===== src/rtl/tx_wrapper.sv =====
// Memory-mapped UART transmitter: bus writes fill a byte FIFO that an 8N1 serializer drains.
// Registers: 0 config (write-only), 4 status (read), 8 data push (write).
module tx_wrapper #(
   parameter int unsigned CLKS_PER_BIT = 87,
   parameter int unsigned FIFO_DEPTH   = 4
) (
   input  logic       clk,
   input  logic       rst,
   input  logic       read,
   input  logic       write,
   input  logic [3:0] addr,
   input  logic [7:0] data_in,
   output logic [7:0] data_out,
   output logic       interrupt,
   output logic       o_Tx_Serial
);

   localparam int unsigned AW   = (FIFO_DEPTH > 1) ? $clog2(FIFO_DEPTH) : 1;
   localparam int unsigned CNTW = AW + 1;
   localparam int unsigned CW   = (CLKS_PER_BIT > 1) ? $clog2(CLKS_PER_BIT) : 1;

   localparam logic [CW-1:0]   BaudLast = CW'(CLKS_PER_BIT - 1);
   localparam logic [CNTW-1:0] FifoFull = CNTW'(FIFO_DEPTH);

   typedef enum logic [1:0] {StIdle, StStart, StData, StStop} state_e;

   // Bus decode
   logic cfg_wr, stat_rd, push_req, push, pop;

   assign cfg_wr   = write && (addr == 4'd0);
   assign stat_rd  = read && (addr == 4'd4);
   assign push_req = write && (addr == 4'd8);

   // FIFO
   logic [7:0]      mem_q [FIFO_DEPTH];
   logic [AW-1:0]   wptr_q, rptr_q;
   logic [CNTW-1:0] count_q;
   logic            fifo_empty, fifo_full;

   assign fifo_empty = (count_q == '0);
   assign fifo_full  = (count_q == FifoFull);
   // A full FIFO drops the byte even if the serializer pops in the same cycle.
   assign push       = push_req && !fifo_full;

   always_ff @(posedge clk) begin
      if (push) begin
         mem_q[wptr_q] <= data_in;
      end
   end

   always_ff @(posedge clk) begin
      if (rst) begin
         wptr_q  <= '0;
         rptr_q  <= '0;
         count_q <= '0;
      end else begin
         if (push) begin
            wptr_q <= wptr_q + 1'b1;
         end
         if (pop) begin
            rptr_q <= rptr_q + 1'b1;
         end
         if (push && !pop) begin
            count_q <= count_q + 1'b1;
         end else if (pop && !push) begin
            count_q <= count_q - 1'b1;
         end
      end
   end

   // Control and status flags
   logic enable_q, irq_q, ovf_q, done;

   always_ff @(posedge clk) begin
      if (rst) begin
         enable_q <= 1'b0;
         irq_q    <= 1'b0;
         ovf_q    <= 1'b0;
      end else begin
         if (cfg_wr) begin
            enable_q <= data_in[1];
         end
         if (cfg_wr) begin
            irq_q <= data_in[0];
         end else if (done) begin
            irq_q <= 1'b1;
         end else if (stat_rd) begin
            irq_q <= 1'b0;
         end
         if (push_req && fifo_full) begin
            ovf_q <= 1'b1;
         end else if (stat_rd) begin
            ovf_q <= 1'b0;
         end
      end
   end

   // Serializer
   state_e        state_q, state_d;
   logic [CW-1:0] baud_q, baud_d;
   logic [2:0]    bit_q, bit_d;
   logic [7:0]    shift_q, shift_d;
   logic          tx_q, tx_d;
   logic          baud_wrap, can_pop;

   assign baud_wrap = (baud_q == BaudLast);
   assign can_pop   = enable_q && !fifo_empty;

   always_comb begin
      state_d = state_q;
      baud_d  = baud_q;
      bit_d   = bit_q;
      shift_d = shift_q;
      pop     = 1'b0;
      done    = 1'b0;
      unique case (state_q)
         StIdle: begin
            if (can_pop) begin
               pop     = 1'b1;
               shift_d = mem_q[rptr_q];
               bit_d   = '0;
               baud_d  = '0;
               state_d = StStart;
            end
         end
         StStart: begin
            if (baud_wrap) begin
               baud_d  = '0;
               state_d = StData;
            end else begin
               baud_d = baud_q + 1'b1;
            end
         end
         StData: begin
            if (baud_wrap) begin
               baud_d  = '0;
               shift_d = shift_q >> 1;
               bit_d   = bit_q + 1'b1;
               if (bit_q == 3'd7) begin
                  state_d = StStop;
               end
            end else begin
               baud_d = baud_q + 1'b1;
            end
         end
         StStop: begin
            if (baud_wrap) begin
               done   = 1'b1;
               baud_d = '0;
               // Chain straight into the next frame so queued bytes leave with no idle gap.
               if (can_pop) begin
                  pop     = 1'b1;
                  shift_d = mem_q[rptr_q];
                  bit_d   = '0;
                  state_d = StStart;
               end else begin
                  state_d = StIdle;
               end
            end else begin
               baud_d = baud_q + 1'b1;
            end
         end
         default: state_d = StIdle;
      endcase
   end

   // Line level is registered from the next state so it tracks state_q exactly.
   always_comb begin
      tx_d = 1'b1;
      unique case (state_d)
         StStart: tx_d = 1'b0;
         StData:  tx_d = shift_d[0];
         default: tx_d = 1'b1;
      endcase
   end

   always_ff @(posedge clk) begin
      if (rst) begin
         state_q <= StIdle;
         baud_q  <= '0;
         bit_q   <= '0;
         shift_q <= '0;
         tx_q    <= 1'b1;
      end else begin
         state_q <= state_d;
         baud_q  <= baud_d;
         bit_q   <= bit_d;
         shift_q <= shift_d;
         tx_q    <= tx_d;
      end
   end

   // Outputs
   logic [7:0] status;
   logic       busy;

   assign busy        = (state_q != StIdle);
   assign status      = {2'b00, ovf_q, fifo_full, fifo_empty, busy, enable_q, irq_q};
   assign data_out    = (addr == 4'd4) ? status : 8'h00;
   assign interrupt   = irq_q;
   assign o_Tx_Serial = tx_q;

endmodule


===== config.mk =====
export PLATFORM = sky130hd
export DESIGN_NAME = tx_wrapper
export DESIGN_NICKNAME = d
export VERILOG_FILES = /design/src/rtl/tx_wrapper.sv
export SDC_FILE = /design/constraint.sdc
export NUM_CORES = 1
export LEC_CHECK = 0
export ABC_AREA = 1
export CAP_MARGIN = 0
export CORE_ASPECT_RATIO = 1.2
export CORE_MARGIN = 1.5
export CORE_UTILIZATION = 52
export DETAILED_ROUTE_END_ITERATION = 10
export PLACE_DENSITY = 0.87
export SYNTH_ARGS = -nofsm -noshare
export SYNTH_HDL_FRONTEND = slang
export SYNTH_SLANG_ARGS = --single-unit

===== constraint.sdc =====
create_clock -name clk -period 2.5 [get_ports clk]
set_input_delay 0.25 -clock clk [delete_from_list [all_inputs] [get_ports clk]]
set_output_delay 0.25 -clock clk [all_outputs]
set_load 0.005 [all_outputs]

Word level (Yosys, flattened, before mapping)
Memory sizes are Yosys's and may differ from the RTL's. A register that Yosys moved wholly into a read port is not among the register bits.
Index checks and enable logic that the tools add are counted.
{"block": "totals", "output_inout_bits": 10, "wordCells": 89, "memories": 1, "ramBits": 32, "register_bits": 31}
{"name": "mem_q", "words": 4, "word_bits": 8, "read_ports": 1, "rd_clocked_by_memory_dff": 1, "write_ports": 1, "line": "35", "text": "logic [7:0] mem_q [FIFO_DEPTH];"}
{"block": "op_classes", "reduce_logical": 22, "n_eq_ne": 13, "muxes": 35, "add_sub_neg": 6}
{"op": "two-way mux 8 bit", "count": 3}
{"op": "case mux 8 bit (3 select lines)", "count": 1}
{"op": "two-way mux 3 bit", "count": 5}
{"op": "two-way mux 2 bit", "count": 7}
{"op": "two-way mux 7 bit", "count": 2}
{"op": "case mux 7 bit (2 select lines)", "count": 1}
{"op": "two-way mux 1 bit", "count": 11}
{"op": "case mux 3 bit (3 select lines)", "count": 1}
{"op": "logical AND 1 bit", "count": 8}
{"op": "case mux 2 bit (4 select lines)", "count": 1}
{"op": "adder 7 x 1 -> 7 bit (second input constant)", "count": 1}
{"op": "equality test 7 bit (second input constant)", "count": 1}
{"op": "adder 3 x 1 -> 3 bit (second input constant)", "count": 2}
{"op": "equality test 2 bit (second input constant)", "count": 3}
{"op": "equality test 3 bit (second input constant)", "count": 2}
{"op": "two-way mux 6 bit", "count": 1}
{"op": "inequality test 2 bit (second input constant)", "count": 3}
{"op": "nonzero test 2 bit", "count": 3}
{"op": "nonzero test 3 bit", "count": 2}
{"op": "adder 2 x 1 -> 2 bit (second input constant)", "count": 2}
{"op": "equality test 2 x 1 -> 1 bit (second input constant)", "count": 2}
{"op": "equality test 4 x 3 -> 1 bit (second input constant)", "count": 1}
{"op": "equality test 4 bit (second input constant)", "count": 1}
{"op": "zero test 1 bit", "count": 4}
{"op": "7 further kinds", "count": 8}

Longest topological paths before layout
Gate-level depths: netlist of the first run.
{"block": "logic_depth", "word_depth": 9, "mapped_depth": 14, "ltp_nobuf": 14}

Worst setup path after synthesis of the first run
Ideal clock, no wire load.
{"block": "synth_path", "path_type": "reg-to-reg", "start": "register state_q[1]", "end": "register count_q[2]", "slack_ns": 0.161, "setup_time_ns": 0.122, "t_arrival_ns": 2.217, "period_less_slack_ns": 2.339, "stages_incl_launch_ff": 13, "path_cell_list": "dfxtp_1 inv_1 ha_1 inv_1 nand2_1 nand4_4 ha_1 inv_1 fa_1 a21oi_1 o21ai_0 o21ai_0 a21oi_1"}
{"block": "synth_between", "elab_chain_cells": 5, "word_cells_on_any_way": 8, "cone_classes": "eq/ne (1); mux (2); reduce/logical (5)"}
{"item": "from (decl)", "line": "99", "text": "state_e state_q, state_d;"}
{"item": "from (signal assigned)", "line": "179", "text": "state_q <= StIdle;"}
{"item": "from (signal assigned)", "line": "185", "text": "state_q <= state_d;"}
{"item": "equality test 2 bit or zero test 2 bit (tied branches)", "line": "116", "text": "unique case (state_q)"}
{"item": "case mux 1 bit (2 select lines) (*)", "line": "116"}
{"item": "zero test 1 bit", "line": "63", "text": "if (push && !pop) begin"}
{"item": "logical AND 1 bit", "line": "63"}
{"item": "two-way mux 3 bit or nonzero test 2 bit (tied branches)"}
{"item": "to (signal assigned)", "line": "64", "text": "count_q <= count_q + 1'b1;"}
{"item": "to (signal assigned)", "line": "66", "text": "count_q <= count_q - 1'b1;"}
{"item": "to (decl)", "line": "37", "text": "logic [CNTW-1:0] count_q;"}
Mark *: on every way between the ends. The rest lies on a longest branch, timed or not.
A chain may end at the register's enable or synchronous reset.

Final worst setup path of the first run
{"block": "layout_path", "start": "register baud_q[0]", "end": "register count_q[2]"}
{"block": "layout_between", "elab_chain_cells": 6, "word_cells_on_any_way": 8, "cone_classes": "eq/ne (1); mux (3); reduce/logical (4)"}
{"item": "from (decl)", "line": "100", "text": "logic [CW-1:0] baud_q, baud_d;"}
{"item": "from (signal assigned)", "line": "186", "text": "baud_q <= baud_d;"}
{"item": "equality test 7 bit (*)", "line": "106", "text": "assign baud_wrap = (baud_q == BaudLast);"}
{"item": "two-way mux 1 bit (*)", "line": "147", "text": "if (baud_wrap) begin"}
{"item": "case mux 1 bit (2 select lines) (*)", "line": "116"}
{"item": "zero test 1 bit", "line": "63"}
{"item": "logical AND 1 bit", "line": "63"}
{"item": "two-way mux 3 bit or nonzero test 2 bit (tied branches)"}
Marked as above.

==> summary.md, run 1 <==
| Metric | Value |
|---|---|
| Slew @ Worst Pin | 534 ps |
| Warnings from Yosys | 0 |
| Die ar. | 6630 um^2 |
| Residual DRC | 0 |
| Worst-Skew Late Latency | 350 ps |
| IO Pins | 26 |
| Drt first pass iters | 4 |
| Largest net degree at the start of global routing | 19 |
| Initial Util | 0.535 |
| Max Freq | 427 MHz |
| Drt wl/cell | 13.2 um |
| WHS | 486 ps |
| Most frequent cells in the layout | nand2_1 (60), nor2_1 (53), inv_1 (38) |
| Diodes inserted | 0 |
| Total CTS buffers | 9 |
| RSZ-0062 raised after global routing | false |
| Distinct cell type count after synthesis | 33 |
| Initial antenna violation count | 0 |
| Flops & latches, synth | 65 |
| Final WL | 6440 um |
| Die extent in x | 74.6 um |
| Leakage power total | 1.44 nW |
| Clock Sinks | 65 |
| Met3 global-route usage | 0.0387 |
| Hold crit path type | reg2reg |
| VDD IR max | 619 uV |
| GRT busiest layer | met2 |
| Setup crit end kind | flip-flop |
| Worst path arrival time | 2580 ps |
| Synth top area cells | edfxtp_1 (30%), dfxtp_1 (21%), nand2_1 (7.2%) |
| CP max stage cell | fa_1 |
| # port buffers | 23 |
| Status | finished, final reports clean |
| Root Buffer | clkbuf_8 |
| Iter 0 DRT Violations | 121 |
| H-tree levels | 3 |
| Fin util | 0.627 |
| Total Power | 2.29 mW |
| Final HPWL DP | 4470 um |
| Maxcap violations | 0 |
| Global placement routability congestion | 0.943 |
| Slew Viols, Final | 0 |
| Worst path max stage delay | 390 ps |
| CTS max path bufs | 2 |
| Setup Skew | 6.23 ps |
| Post-Synthesis Cells | 368 |
| Vias per inst | 5.28 |
| Critical-path cell list | inv_1, ha_1, nand2_1, nor2_4, nand2_4, nand2_4, nand4_4, ha_1, inv_1, fa_1, a21oi_1, o21ai_0, o21ai_1, a21oi_1 |
| Setup-failing EPs final | 0 |
| Relative slew slack | 0.643 |
| Floorplan row count | 31 |
| CTS tree | done |
| Vias in the first global route | 2,469 |
| Synth area leader | edfxtp_1 |
| Global Route met2 Usage | 0.385 |
| Crit path required time | 2730 ps |
| P per Cell Area | 611 nW/um^2 |
| Fin crit share | 0.937 |
| Final min period | 2340 ps |
| Post-Syn Area | 3200 um^2 |
| Final nets | 430 |
| Worst-path fanout max | 8 |
| Sum of negative setup slack | 0 ps |
| Layout cell share with drive strength beyond 1 | 0.133 |
| Avg Cell Area, Syn | 8.68 um^2 |
| M1 GR Usage | 0.244 |
| Final Hold Viols | 0 |
| Via count | 2,570 |
| Critical setup path kind | reg2reg |
| Commonest non-fill, non-tap cell in the layout | nand2_1 |
| First-pass GRT wire length | 10,700 um |
| Area Growth Syn to Fin | 17.3% |
| Antenna Nets Post-Route | 0 |
| Sequential-to-total area share from yosys stat | 0.507 |
| Setup Buffers After CTS | 0 |
| Total global routing overflow | 0 |
| Fillers | 491 |
| Startpoint class of the critical path | flip-flop |
| Yosys top cell area share | 0.301 |
| Core footprint | 5970 um^2 |
| GRT Util Overall | 0.214 |
| Clock-pin slew on the worst setup and hold paths | 70 ps |
| Die height | 88.9 um |
| Reg2reg path depth | 14 |
| Worst Hold Depth | 2 |
==> routing by layer <==
metal  part of all wire  wire length [um]
met1               0.41              2620
met2               0.55              3530
met5                  0                 0
met3              0.029               190
met4              0.016               100
==> metrics by stage <==
step	worst slack, ps	instances	instance area [um^2]
6_report	157	487	3750
4_1_cts	52.8	487	3740
2_1_floorplan	161	369	3200
3_5_place_dp	82.1	471	3520
5_1_grt	21.3	487	3750
3_3_place_gp	172	471	3520
==> critical path, delay by kind of cell, from the launching register on <==
kind | cells | cell delay, ps
AO/OA/AOI/OAI | 4 | 460
flip-flops | 1 | 350
AND/OR/NAND/NOR | 5 | 520
adder cells (fa/ha/maj) | 3 | 750
buffers and inverters | 2 | 150
==> path summary, 6_finish.rpt <==
check / start / end / slack (ps)
worst max register to register: baud_q[0] / count_q[2] / 160
worst min-delay path: ovf_q / ovf_q / 490
worst min register to register: ovf_q / ovf_q / 490
worst max-delay path: baud_q[0] / count_q[2] / 160
==> area by class of cell <==
| class | count | area [um^2] | share of cell area |
|---|---|---|---|
| clock buffer | 9 | 124 | 0.0331 |
| clock inverter | 7 | 95.1 | 0.0254 |
| inverter | 43 | 164 | 0.0437 |
| multi-input combinational | 251 | 1360 | 0.362 |
| sequential | 65 | 1620 | 0.433 |
| tap | 82 | 103 | 0.0274 |
| timing repair buffer | 30 | 283 | 0.0755 |
==> cells by family after synthesis <==
kind of cell	count (synthesis)	synth area share
simple gates	160	0.236
compound gates	75	0.128
flops	65	0.507
buf+inv	53	0.0701
fa+ha+maj	14	0.0572
other cells	1	0.00117
==> sequential cells by signal (all words and copies together) (netlist names), 2 cells and up, named ones only <==
name / flops
mem_q: 32
shift_q: 8
baud_q: 7
bit_q: 3
count_q: 3
rptr_q: 2
state_q: 2
wptr_q: 2
==> cell usage after synthesis (all sizes together) <==
library cell,n
a21oi,26
o221ai,1
dfxtp,33
a32oi,1
nor2,60
or2,4
o21ai,43
edfxtp,32
buf,7
clkbuf,3
ha,13
nand2,71
nor3,1
nand4,5
conb,1
nand3,19
o211a,1
o211ai,2
a221oi,1
fa,1
inv,43
==> power breakdown <==
group	switching (mW)	internal, mW
clock	0.406	0.558
sequential	0.00795	1.13
combinational	0.116	0.0726
total	0.530	1.76
==> repair_timing <==
action | in CTS | in global routing
resized for setup | 1 | 3
hold buffers | 0 | 0
setup endpoints to repair | 1 | 1
Note: power is estimated with default switching activity, not from simulation.
==> inputs of run 2 (changes only) <==
Settings changed: CORE_UTILIZATION 52 to 35, PLACE_DENSITY 0.87 to 0.67.
==> run 2 against run 1 <==
  * Register-to-register slack improved by 40 ps
  * First-iteration DRC count rose by 45%
  * Clock skew rose by 3.5 ps
  * Core utilization fell by 20 points
  * Combinational power barely moved
  * Final area rose by 1.1%
  * Global-route usage fell by 6.6 points
  * Total power fell by 4.0%
  * Final cell count rose by 8.4%
  * Routed wire length rose by 3.0%
  * Sequential share of layout area fell by 0.52 points
  * Worst setup slack improved by 43 ps
  * Critical path type unchanged
==> summary.md, run 2 (synthesized netlist as in run 1, its figures left out) <==
| Metric | Value |
|---|---|
| Crit path max-delay family | adder cells |
| Final HPWL DP | 4760 um (+6.5%) |
| IO Pins | 26 (unchanged) |
| Worst-Skew Late Latency | 340 ps (about the same) |
| Largest registers | mem_q: 32 flops, shift_q: 8 flops, baud_q: 7 flops |
| Slew Viols, Final | 0 (unchanged) |
| Layout cell share with drive strength beyond 1 | 0.137 (+0.00392) |
| Global placement routability congestion | 0.785 (-17%) |
| RSZ-0062 raised after global routing | false |
| GRT Util Overall | 0.148 (-0.0661) |
| Slew @ Worst Pin | 513 ps (-21.2 ps) |
| # port buffers | 23 (unchanged) |
| Initial Util | 0.358 (-0.177) |
| Worst path arrival time | 2520 ps (-60 ps) |
| CTS tree | done |
| Drt first pass iters | 4 (unchanged) |
| Die extent in x | 90.2 um (+21%) |
| Die ar. | 9710 um^2 (+47%) |
| P per Cell Area | 580 nW/um^2 (-5.1%) |
| CTS max path bufs | 2 (unchanged) |
| VDD IR max | 353 uV (-43%) |
| Setup crit end kind | flip-flop |
| Vias in the first global route | 2,508 (+1.6%) |
| Root Buffer | clkbuf_8 |
| Floorplan row count | 38 (+23%) |
| First-pass GRT wire length | 11,200 um (+4.6%) |
| Largest reg by FF count | mem_q |
| Commonest non-fill, non-tap cell in the layout | nand2_1 |
| WHS | 482 ps (-3.90 ps) |
| Critical-path cell list | inv_1, ha_1, nand2_1, nor2_4, nand2_4, nand2_4, nand4_4, ha_1, inv_1, fa_1, a21oi_1, o21ai_0, o21ai_1, a21oi_1 |
| Worst-path fanout max | 8 (unchanged) |
| Final Hold Viols | 0 (unchanged) |
| CP max stage cell | fa_1 |
| Clock-pin slew on the worst setup and hold paths | 80 ps (about the same) |
| Fillers | 924 (+88%) |
| Initial antenna violation count | 0 (unchanged) |
| Drt wl/cell | 12.6 um (-5.0%) |
| Total global routing overflow | 0 (unchanged) |
| Startpoint class of the critical path | flip-flop |
| Final nets | 433 (+0.70%) |
| Antenna Nets Post-Route | 0 (unchanged) |
| H-tree levels | 3 (unchanged) |
| Setup-failing EPs final | 0 (unchanged) |
| Setup Buffers After CTS | 0 (unchanged) |
| Max Freq | 435 MHz (+1.9%) |
| Setup Skew | 9.70 ps (+3.47 ps) |
| Final min period | 2300 ps (-42.9 ps) |
| CP Buf/Inv Count | 2 (unchanged) |
| Die height | 108 um (+21%) |
| Clock Sinks | 65 (unchanged) |
| Status | finished, final reports clean |
| Via count | 2,535 (-1.4%) |
| Fin crit share | 0.920 (-0.0172) |
| Area Growth Syn to Fin | 18.6% |
| Core footprint | 8940 um^2 (+50%) |
| Final WL | 6630 um (+3.0%) |
| Hold crit path type | reg2reg |
| Crit path required time | 2720 ps (about the same) |
| Max reg flops | 32 (unchanged) |
| Vias per inst | 4.80 (-9.0%) |
| Sum of negative setup slack | 0 ps (unchanged) |
| Worst path max stage delay | 380 ps (about the same) |
| Leakage power total | 1.45 nW (+0.62%) |
| Residual DRC | 0 (unchanged) |
| Iter 0 DRT Violations | 175 (+45%) |
| Largest net degree at the start of global routing | 19 (unchanged) |
| Total CTS buffers | 9 (unchanged) |
| Critical setup path kind | reg2reg |
| Relative slew slack | 0.658 (+0.0141) |
| Most frequent cells in the layout | nand2_1 (61), nor2_1 (53), inv_1 (38) |
| Maxcap violations | 0 (unchanged) |
| Diodes inserted | 0 (unchanged) |
-- run 2: per-layer routing --
layer | vias up | track usage | routed length, um
met4 | 0 | 0.0850 | 123
li1 | 1287 | - | -
met5 | - | 0 | 0
met2 | 42 | 0.274 | 3600
met1 | 1196 | 0.156 | 2730
met3 | 10 | 0.0297 | 179
-- run 2: cell type report --
| cell class | instances | area [um^2] | area share |
|---|---|---|---|
| clock inverters | 7 | 71.3 | 0.0188 |
| repair buffers | 33 | 305 | 0.0806 |
| multi-input cells | 251 | 1350 | 0.357 |
| inverters | 43 | 164 | 0.0432 |
| clock buffers | 9 | 124 | 0.0327 |
| well taps | 120 | 150 | 0.0396 |
| flip-flops and latches | 65 | 1620 | 0.428 |
-- run 2: timing repair --
item / in CTS / in global routing
endpoints found under the setup margin: 0 / 1
resized for setup: 0 / 2
hold buffers: 0 / 0
-- run 2: final timing paths --
kind / from / to / slack [ps] / cells past startpoint
worst min register to register: ovf_q / ovf_q / 480 / 2
worst max register to register: baud_q[0] / count_q[2] / 200 / 14
worst min-delay path: ovf_q / ovf_q / 480 / 2
worst max-delay path: baud_q[0] / count_q[2] / 200 / 14
-- run 2: worst register-to-register path: stages (launching register included) --
cell     delay, ps
dfxtp_1        360
inv_1           70
ha_1           190
nand2_1        100
nor2_4          60
nand2_4        120
nand2_4        120
nand4_4        110
ha_1           150
inv_1           60
fa_1           390
a21oi_1        150
o21ai_0        120
o21ai_1        140
a21oi_1         50
-- run 2: where the power goes --
group	leakage (nW)	total (mW)	internal, mW	switching, mW
combinational	0.803	0.189	0.0740	0.115
clock	0.0912	0.873	0.458	0.416
sequential	0.554	1.14	1.13	0.00834
total	1.45	2.20	1.66	0.539
-- run 2: per-stage QoR --
step,total power [mW],instance area (um^2),cells,util,setup WS [ps]
3_3_place_gp,1.34,3590,512,0.402,237
3_5_place_dp,1.35,3590,512,0.402,178
2_1_floorplan,1.28,3200,369,-,161
6_report,2.20,3790,528,0.424,200
4_1_cts,2.22,3790,528,0.424,171
5_1_grt,2.30,3790,528,0.424,39.3
